<file path="src/rtl/nfca_pkg.sv">
// Shared definitions for the ISO 14443-A (106 kbit/s) reader-to-card modulator.
// Holds bit timing defaults, the Modified Miller sequence type and its encoder.
package nfca_pkg;

   localparam int BIT_CLKS_DEF   = 768;
   localparam int PAUSE_CLKS_DEF = 192;
   localparam int REQ_LEAD_DEF   = 4;
   localparam int CARRIER_DIV    = 6;

   typedef enum logic [1:0] {
      SEQ_IDLE,
      SEQ_X,
      SEQ_Y,
      SEQ_Z
   } seq_t;

   // Modified Miller: a 0 directly after a 1 must not pause at the period start,
   // otherwise the card would see two pauses closer than half a bit period.
   function automatic seq_t encode_bit(input logic en, input logic bit_val,
                                       input logic prev_one);
      seq_t s;
      if (!en)
         s = SEQ_IDLE;
      else if (bit_val)
         s = SEQ_X;
      else if (prev_one)
         s = SEQ_Y;
      else
         s = SEQ_Z;
      return s;
   endfunction

endpackage

</file>
<file path="src/rtl/nfca_carrier_gen.sv">
// Carrier divider and gate: clk/CARRIER_DIV square wave, forced low while gate=1.
// Only instantiated when NFCA_TX_CARRIER_EN is defined.
module nfca_carrier_gen
   import nfca_pkg::*;
(
   input  logic clk,
   input  logic rstn,
   input  logic gate,
   output logic carrier_out
);

   localparam int               PH_W    = $clog2(CARRIER_DIV);
   localparam logic [PH_W-1:0]  PH_LAST = PH_W'(CARRIER_DIV - 1);
   localparam logic [PH_W-1:0]  PH_HIGH = PH_W'(CARRIER_DIV / 2);

   logic [PH_W-1:0] phase;
   logic [PH_W-1:0] phase_nxt;
   logic            car_q;

   assign phase_nxt = (phase == PH_LAST) ? '0 : phase + PH_W'(1);

   always_ff @(posedge clk or negedge rstn) begin
      if (!rstn) begin
         phase <= '0;
         car_q <= 1'b0;
      end else begin
         phase <= phase_nxt;
         car_q <= (phase_nxt < PH_HIGH);
      end
   end

   // Gating uses the registered pause directly so the carrier is off in exactly the pause cycles.
   assign carrier_out = car_q & ~gate;

endmodule

</file>
<file path="src/rtl/nfca_tx_modulate.sv">
// Modified Miller pause generator for NFC-A reader transmit, one bit per BIT_CLKS period.
// Optional carrier output is enabled by defining NFCA_TX_CARRIER_EN.
module nfca_tx_modulate
   import nfca_pkg::*;
#(
   parameter int BIT_CLKS   = BIT_CLKS_DEF,
   parameter int PAUSE_CLKS = PAUSE_CLKS_DEF,
   parameter int REQ_LEAD   = REQ_LEAD_DEF
) (
   input  logic clk,
   input  logic rstn,
   output logic tx_req,
   input  logic tx_en,
   input  logic tx_bit,
   output logic tx_pause,
   output logic carrier_out,
   output logic tx_busy,
   output logic tx_done
);

   localparam int             CW        = $clog2(BIT_CLKS);
   localparam logic [CW-1:0]  CNT_LAST  = CW'(BIT_CLKS - 1);
   localparam logic [CW-1:0]  REQ_AT    = CW'(BIT_CLKS - 1 - REQ_LEAD);
   localparam logic [CW-1:0]  HALF      = CW'(BIT_CLKS / 2);
   localparam logic [CW-1:0]  Z_END     = CW'(PAUSE_CLKS);
   localparam logic [CW-1:0]  X_END     = CW'(BIT_CLKS / 2 + PAUSE_CLKS);

   if (PAUSE_CLKS < 1 || PAUSE_CLKS > BIT_CLKS / 2 - 1) begin : g_bad_pause
      $error("nfca_tx_modulate: PAUSE_CLKS must be within 1..BIT_CLKS/2-1");
   end
   if (REQ_LEAD < 0 || REQ_LEAD > BIT_CLKS - 1) begin : g_bad_lead
      $error("nfca_tx_modulate: REQ_LEAD must be within 0..BIT_CLKS-1");
   end

   logic [CW-1:0] cnt;
   logic [CW-1:0] cnt_nxt;
   logic          armed;
   logic          wrap;
   seq_t          seq;
   seq_t          seq_nxt;
   logic          prev_bit;
   logic          prev_nxt;
   logic          req_nxt;
   logic          pause_nxt;
   logic          busy_nxt;
   logic          done_nxt;

   // armed holds cnt at 0 for the first clk after reset release.
   assign wrap = armed && (cnt == CNT_LAST);

   // NOTE: every flop here is updated with <= so all of them see the pre-edge values.
   always_ff @(posedge clk or negedge rstn) begin
      if (!rstn) begin
         armed    <= 1'b0;
         cnt      <= '0;
         seq      <= SEQ_IDLE;
         prev_bit <= 1'b0;
         tx_req   <= 1'b0;
         tx_pause <= 1'b0;
         tx_busy  <= 1'b0;
         tx_done  <= 1'b0;
      end else begin
         armed    <= 1'b1;
         cnt      <= cnt_nxt;
         seq      <= seq_nxt;
         prev_bit <= prev_nxt;
         tx_req   <= req_nxt;
         tx_pause <= pause_nxt;
         tx_busy  <= busy_nxt;
         tx_done  <= done_nxt;
      end
   end

   // NOTE: defaults first in every always_comb so no path leaves a signal unassigned (no latch).
   always_comb begin
      cnt_nxt  = cnt;
      seq_nxt  = seq;
      prev_nxt = prev_bit;
      if (armed)
         cnt_nxt = (cnt == CNT_LAST) ? '0 : cnt + CW'(1);
      if (wrap) begin
         seq_nxt  = encode_bit(tx_en, tx_bit, prev_bit);
         prev_nxt = tx_en & tx_bit;
      end
   end

   // Outputs are computed from next-state values so the registered copies line up with cnt.
   always_comb begin
      req_nxt   = (cnt_nxt == REQ_AT);
      pause_nxt = 1'b0;
      unique case (seq_nxt)
         SEQ_Z:   pause_nxt = (cnt_nxt < Z_END);
         SEQ_X:   pause_nxt = (cnt_nxt >= HALF) && (cnt_nxt < X_END);
         default: pause_nxt = 1'b0;
      endcase
      busy_nxt = tx_busy;
      if (wrap)
         busy_nxt = (seq_nxt != SEQ_IDLE) || (seq != SEQ_IDLE);
      done_nxt = tx_busy & ~busy_nxt;
   end

`ifdef NFCA_TX_CARRIER_EN
   nfca_carrier_gen u_carrier (
      .clk         (clk),
      .rstn        (rstn),
      .gate        (tx_pause),
      .carrier_out (carrier_out)
   );
`else
   assign carrier_out = 1'b0;
`endif

endmodule

</file>
<file path="config.mk">
export PLATFORM = sky130hd
export DESIGN_NAME = nfca_tx_modulate
export DESIGN_NICKNAME = d
export VERILOG_FILES = /design/src/rtl/nfca_pkg.sv /design/src/rtl/nfca_carrier_gen.sv /design/src/rtl/nfca_tx_modulate.sv
export SDC_FILE = /design/constraint.sdc
export NUM_CORES = 1
export LEC_CHECK = 0
export BUFFER_PORTS_ARGS = -buffer_cell sky130_fd_sc_hd__buf_4
export CORE_MARGIN = 4
export CORE_UTILIZATION = 35
export DETAILED_ROUTE_END_ITERATION = 8
export GPL_TIMING_DRIVEN = 0
export PLACE_DENSITY = 0.49
export SLEW_MARGIN = 20
export SYNTH_ARGS = -nofsm -noshare
export SYNTH_HDL_FRONTEND = slang
export SYNTH_SLANG_ARGS = --single-unit
</file>
<file path="constraint.sdc">
create_clock -name clk -period 3.58 [get_ports clk]
set_input_delay 0.716 -clock clk [delete_from_list [all_inputs] [get_ports clk]]
set_output_delay 0.716 -clock clk [all_outputs]
set_load 0.05 [all_outputs]
</file>
* After elaboration in Yosys (flattened, before gate mapping) *
Cells that the tools add are included.

word-level totals
  register bits after elaboration = 18
  input port bits = 4
  output and inout bits = 5

operators by class
  $add $sub $neg = 1
  magnitude comparators = 3
  equal/unequal tests = 4
  muxes and demuxes = 8
  bitwise logic cells = 3
  reduce and logical (&&, ||, !) cells = 5

operators by type and width
  operator                 number
  $eq A10 B10 Y1 const B   2
  $mux W10                 2
  $add A10 B1 Y10 const B  1
  $ge A10 B9 Y1 const B    1
  $lt A10 B10 Y1 const B   1
  $lt A10 B8 Y1 const B    1
  $mux W2                  3
  $reduce_bool A2 Y1       2
  $and A1 B1 Y1            2
  $eq A2 B1 Y1 const B     1
  $eq A2 B2 Y1 const B     1
  $logic_and A1 B1 Y1      2
  $mux W1                  2
  $pmux W1 S2              1
  $logic_or A1 B1 Y1       1
  $not A1 Y1               1

* Logic depth before layout (Yosys ltp) *
  word-level depth = 9
  gate-level depth with buffers = 8
  depth with buffers taken out = 7

* Worst setup path after synthesis *
Ideal clock, no wire load.

  path kind = register to register
  start = reg cnt[0]
  end = reg tx_pause
  arrival = 2.165 ns
  required time = 3.498 ns
  path slack = 1.333 ns
  cell stages (with the launch flop) = 9
  clock period less this slack = 2.247 ns
  cells stage by stage = dfrtp_1 ha_1 and4_4 buf_6 and4_4 buf_6 mux2_4 or4b_1 a31oi_1

RTL lines
  what                                          RTL line                RTL
  start, declared                               nfca_tx_modulate.sv:35  logic [CW-1:0] cnt;
  start signal, assigned                        nfca_tx_modulate.sv:64  cnt <= cnt_nxt;
  $eq A10 B10 Y1 *                              nfca_tx_modulate.sv:49  assign wrap = armed && (cnt == CNT_LAST);
  $logic_and A1 B1 Y1 *                         nfca_tx_modulate.sv:49
  $mux W2 *                                     nfca_tx_modulate.sv:81  if (wrap) begin
  net seq_nxt[1]                                nfca_tx_modulate.sv:40  seq_t seq_nxt;
  $eq A2 B1 Y1 or $eq A2 B2 Y1 (tied branches)  nfca_tx_modulate.sv:91  unique case (seq_nxt)
  $pmux W1 S2 *                                 nfca_tx_modulate.sv:91
  net pause_nxt                                 nfca_tx_modulate.sv:44  logic pause_nxt;
  end signal, assigned                          nfca_tx_modulate.sv:68  tx_pause <= pause_nxt;
  end, declared                                 nfca_tx_modulate.sv:15  output logic tx_pause,

Mark *: on every way through the listed nets, which the timed path passes. The rest lies on a longest branch.
A chain may end at the register's enable or synchronous reset.

* Worst setup path after layout *
Same ends and word-level chain as after synthesis.

==> key figures <==
Routing
  • Initial DRT Pass Iterations: 4
  • Routed wire per std cell: 13.4 um
  • Detailed Route WL: 1.82 mm
  • DRT iter0 DRCs: 12
  • Remaining DRCs: 0
  • Via/cell ratio: about 5.4
  • Vias after detailed routing: ~740
  • Final ANT Viol Nets: 0

Place
  • Placed Cells: 133
  • DP Area: approximately 1000 um2
  • Placed wire-length estimate: roughly 1.3 mm
  • IO buf count: 7
  • Routability cong.: a little over 0.8

Finish
  • Share of layout cells above drive strength 1: between 10% and 20%
  • P&R area growth vs syn: 11.8%
  • ANT cells: 0
  • Non-filler cells, final: between 100 and 150
  • Post-Layout Inst Area: ~1100 um2
  • Finished Core Util: a little over two fifths
  • Nets: approximately 110

Worst setup path
  • CP Buf/Inv Count: 2
  • R2r endpoint: tx_pause
  • Crit. End Element: register
  • CP Class: register to register
  • Worst path slowest cell: or4b_1
  • R2R Setup Slk: ~1.1 ns
  • RR Startpoint: cnt[0]
  • Cells on worst reg2reg path: 8
  • Critical-path maximum fanout: 8
  • CP cell instances: ha_1 -> and4_4 -> buf_6 -> and4_4 -> buf_6 -> mux2_4 -> or4b_1 -> a31oi_1
  • CP peak stage delay: ~0.5 ns
  • Setup crit start kind: register
  • Delay-heaviest family, CP: simple AND/OR/NAND/NOR gates
  • CP required: roughly 3.8 ns
  • CP arrival: 2.66 ns

Floorplanning
  • Io pins: 9
  • Die X: around 60 um
  • Floorplan row count: 18
  • Die ar.: around 3600 um2
  • Initial core utilization: 37.5%
  • DIE HEIGHT: 60.2 um
  • Core Region: 2540 um2

CTS
  • CTS Sinks: 18
  • Clock H-tree levels: 1
  • Post-cts resize count: 0
  • Hold Buf Count CTS: 0
  • Clk buf depth: 2
  • Post-CTS Setup Bufs: 0
  • Clk root buf: clkbuf_4
  • CTS tree: built
  • CTS Buf Count: 3
  • Clk_lat worst skew: around 0.28 ns
  • Reg clk slew, reported paths: around 0.1 ns

Synth
  • Post-synth EDFFs: 0
  • Post-synth cell types: 35
  • Post-synth top area cell: dfrtp_1
  • Cells after Synth: 96
  • Register area share after synthesis: between 40% and 50%
  • Asr flop ratio synth: 100%
  • Most frequent cell after synthesis: dfrtp_1
  • Top-area cell type share of the netlist area: a little under half
  • Post-synth top cells: dfrtp_1, inv_1, nor2_1
  • Synth top area cells: dfrtp_1, nand4_1, xnor2_1
  • Ys flop type: dfrtp_1
  • Syn avg cell area: about 10 um2
  • Yosys warnings: 0
  • Flops & latches, synth: 18
  • Syn_nets: 101
  • Synth Cell Area: roughly 950 um2

Global routing
  • Largest net degree at the start of global routing: 19
  • GRT Util Overall: 11.7%
  • Initial antenna violation count: 0
  • First-pass GRT wire length: between 3 and 4 mm
  • GR Overflow Total: 0
  • Vias in the first global route: 696

Run status
  • Outcome: complete, no violations

Timing
  • Final worst-path cycle share: ~70%
  • Count of final setup violators: 0
  • RSZ-0062 raised after global routing: no
  • Maximum clock frequency: approximately 400 MHz
  • Tmin final: 2.46 ns
  • Clock skew: 0.000648 ns
  • Fin Setup TNS: 0 ns
  • Hold Vio Cnt, Final: 0
  • Final Max Slew Viols: 0

Pwr
  • PwrDens: ~500 nW/um2
  • VDD IR max: 0.000431 V
  • Switch Pwr: 0.194 mW
  • Clock group share of total power: a little under a fifth
  • Comb power frac: around a quarter
  • Int Power: approximately 0.35 mW
  • Lkg Pwr: 0.485 nW
  • Flop pwr share: approximately 56%
  • Switching Share: 35.9%

Run
  • Max-Cap Viols: 0

Min path
  • Worst hold path class: input port to asynchronous set/reset pin
## metal layers
metal | vias to the layer above | GRT usage (%) | wire (um)
met5 | - | 0 | 0
met4 | 0 | 0.949 | 10
li1 | 360 | - | -
met3 | 2 | 3.89 | 71
met2 | 16 | 19.1 | 863
met1 | 361 | 15.6 | 878
## sequential cells by signal, summed over array words and instances, names as in the netlist
register	flops
tx_done	1
prev_bit	1
tx_req	1
armed	1
tx_busy	1
seq	2
tx_pause	1
cnt	10
## worst register-to-register path: cells and delay by family (launching register included)
kind	cells	cell delay, ns
simple gates	3	0.93
mux	1	0.32
fa+ha+maj	1	0.23
flops	1	0.46
compound gates	1	0.21
buf+inv	2	0.24
## metrics by stage
step	setup WS (ns)	hold slack (ns)	power (mW)
3_3_place_gp	1.18	0.486	0.442
4_1_cts	1.11	0.281	0.547
2_1_floorplan	1.33	0.420	0.402
3_5_place_dp	1.13	0.498	0.446
6_report	1.12	0.281	0.540
5_1_grt	0.958	0.275	0.589
## logic make-up after synthesis
| logic type | Yosys count | share of synthesized area (%) |
|---|---|---|
| buffers and inverters | 11 | 7.08 |
| multiplexers | 2 | 2.62 |
| AND/OR/NAND/NOR | 42 | 26.5 |
| other | 2 | 0.787 |
| XOR/XNOR | 5 | 4.59 |
| adder cells (fa/ha/maj) | 1 | 1.31 |
| AO/OA/AOI/OAI | 15 | 9.96 |
| flip-flops | 18 | 47.2 |
## cell type report
cell class	instances	area, um2
fillers	264	1480
flip-flops and latches	18	450
multi-input cells	67	437
repair buffers	7	52.6
plain buffers	4	41.3
well taps	30	37.5
inverters	7	26.3
clock buffers	3	22.5
## cell usage in the layout, fill, tap and decap left out, types with 2 or more instances in the layout
cell type and count:
and4_4 3, buf_4 8, inv_1 7, nand4_1 6, clkbuf_4 3, dfrtp_1 18, nor2_1 7, conb_1 2
o31ai_1 2, nor2b_1 2, buf_6 3, a21oi_1 2, nand3_1 5, or4_1 2, o21ai_0 6, nand2_1 5
nand3b_1 2, and2_1 2, xnor2_1 4
## power by group through the flow
stage / sequential [mW] / clock (mW) / combinational [mW]
2_1_floorplan: 0.288 / 0 / 0.114
3_3_place_gp: 0.301 / 0 / 0.141
3_5_place_dp: 0.302 / 0 / 0.143
4_1_cts: 0.299 / 0.105 / 0.144
5_1_grt: 0.309 / 0.115 / 0.165
6_report: 0.300 / 0.0984 / 0.142
## how the worst max path moves through the flow
stage,startpoint,endpoint,slack (ns),cells past startpoint
2_1_floorplan,cnt[0],tx_pause,1.33,8
3_3_place_gp,cnt[0],tx_pause,1.18,8
3_5_place_dp,cnt[0],tx_pause,1.13,8
4_1_cts,cnt[0],tx_pause,1.11,8
5_1_grt,cnt[0],tx_pause,0.96,8
6_report,cnt[0],tx_pause,1.12,8
Power figures use the tool's default switching activity.
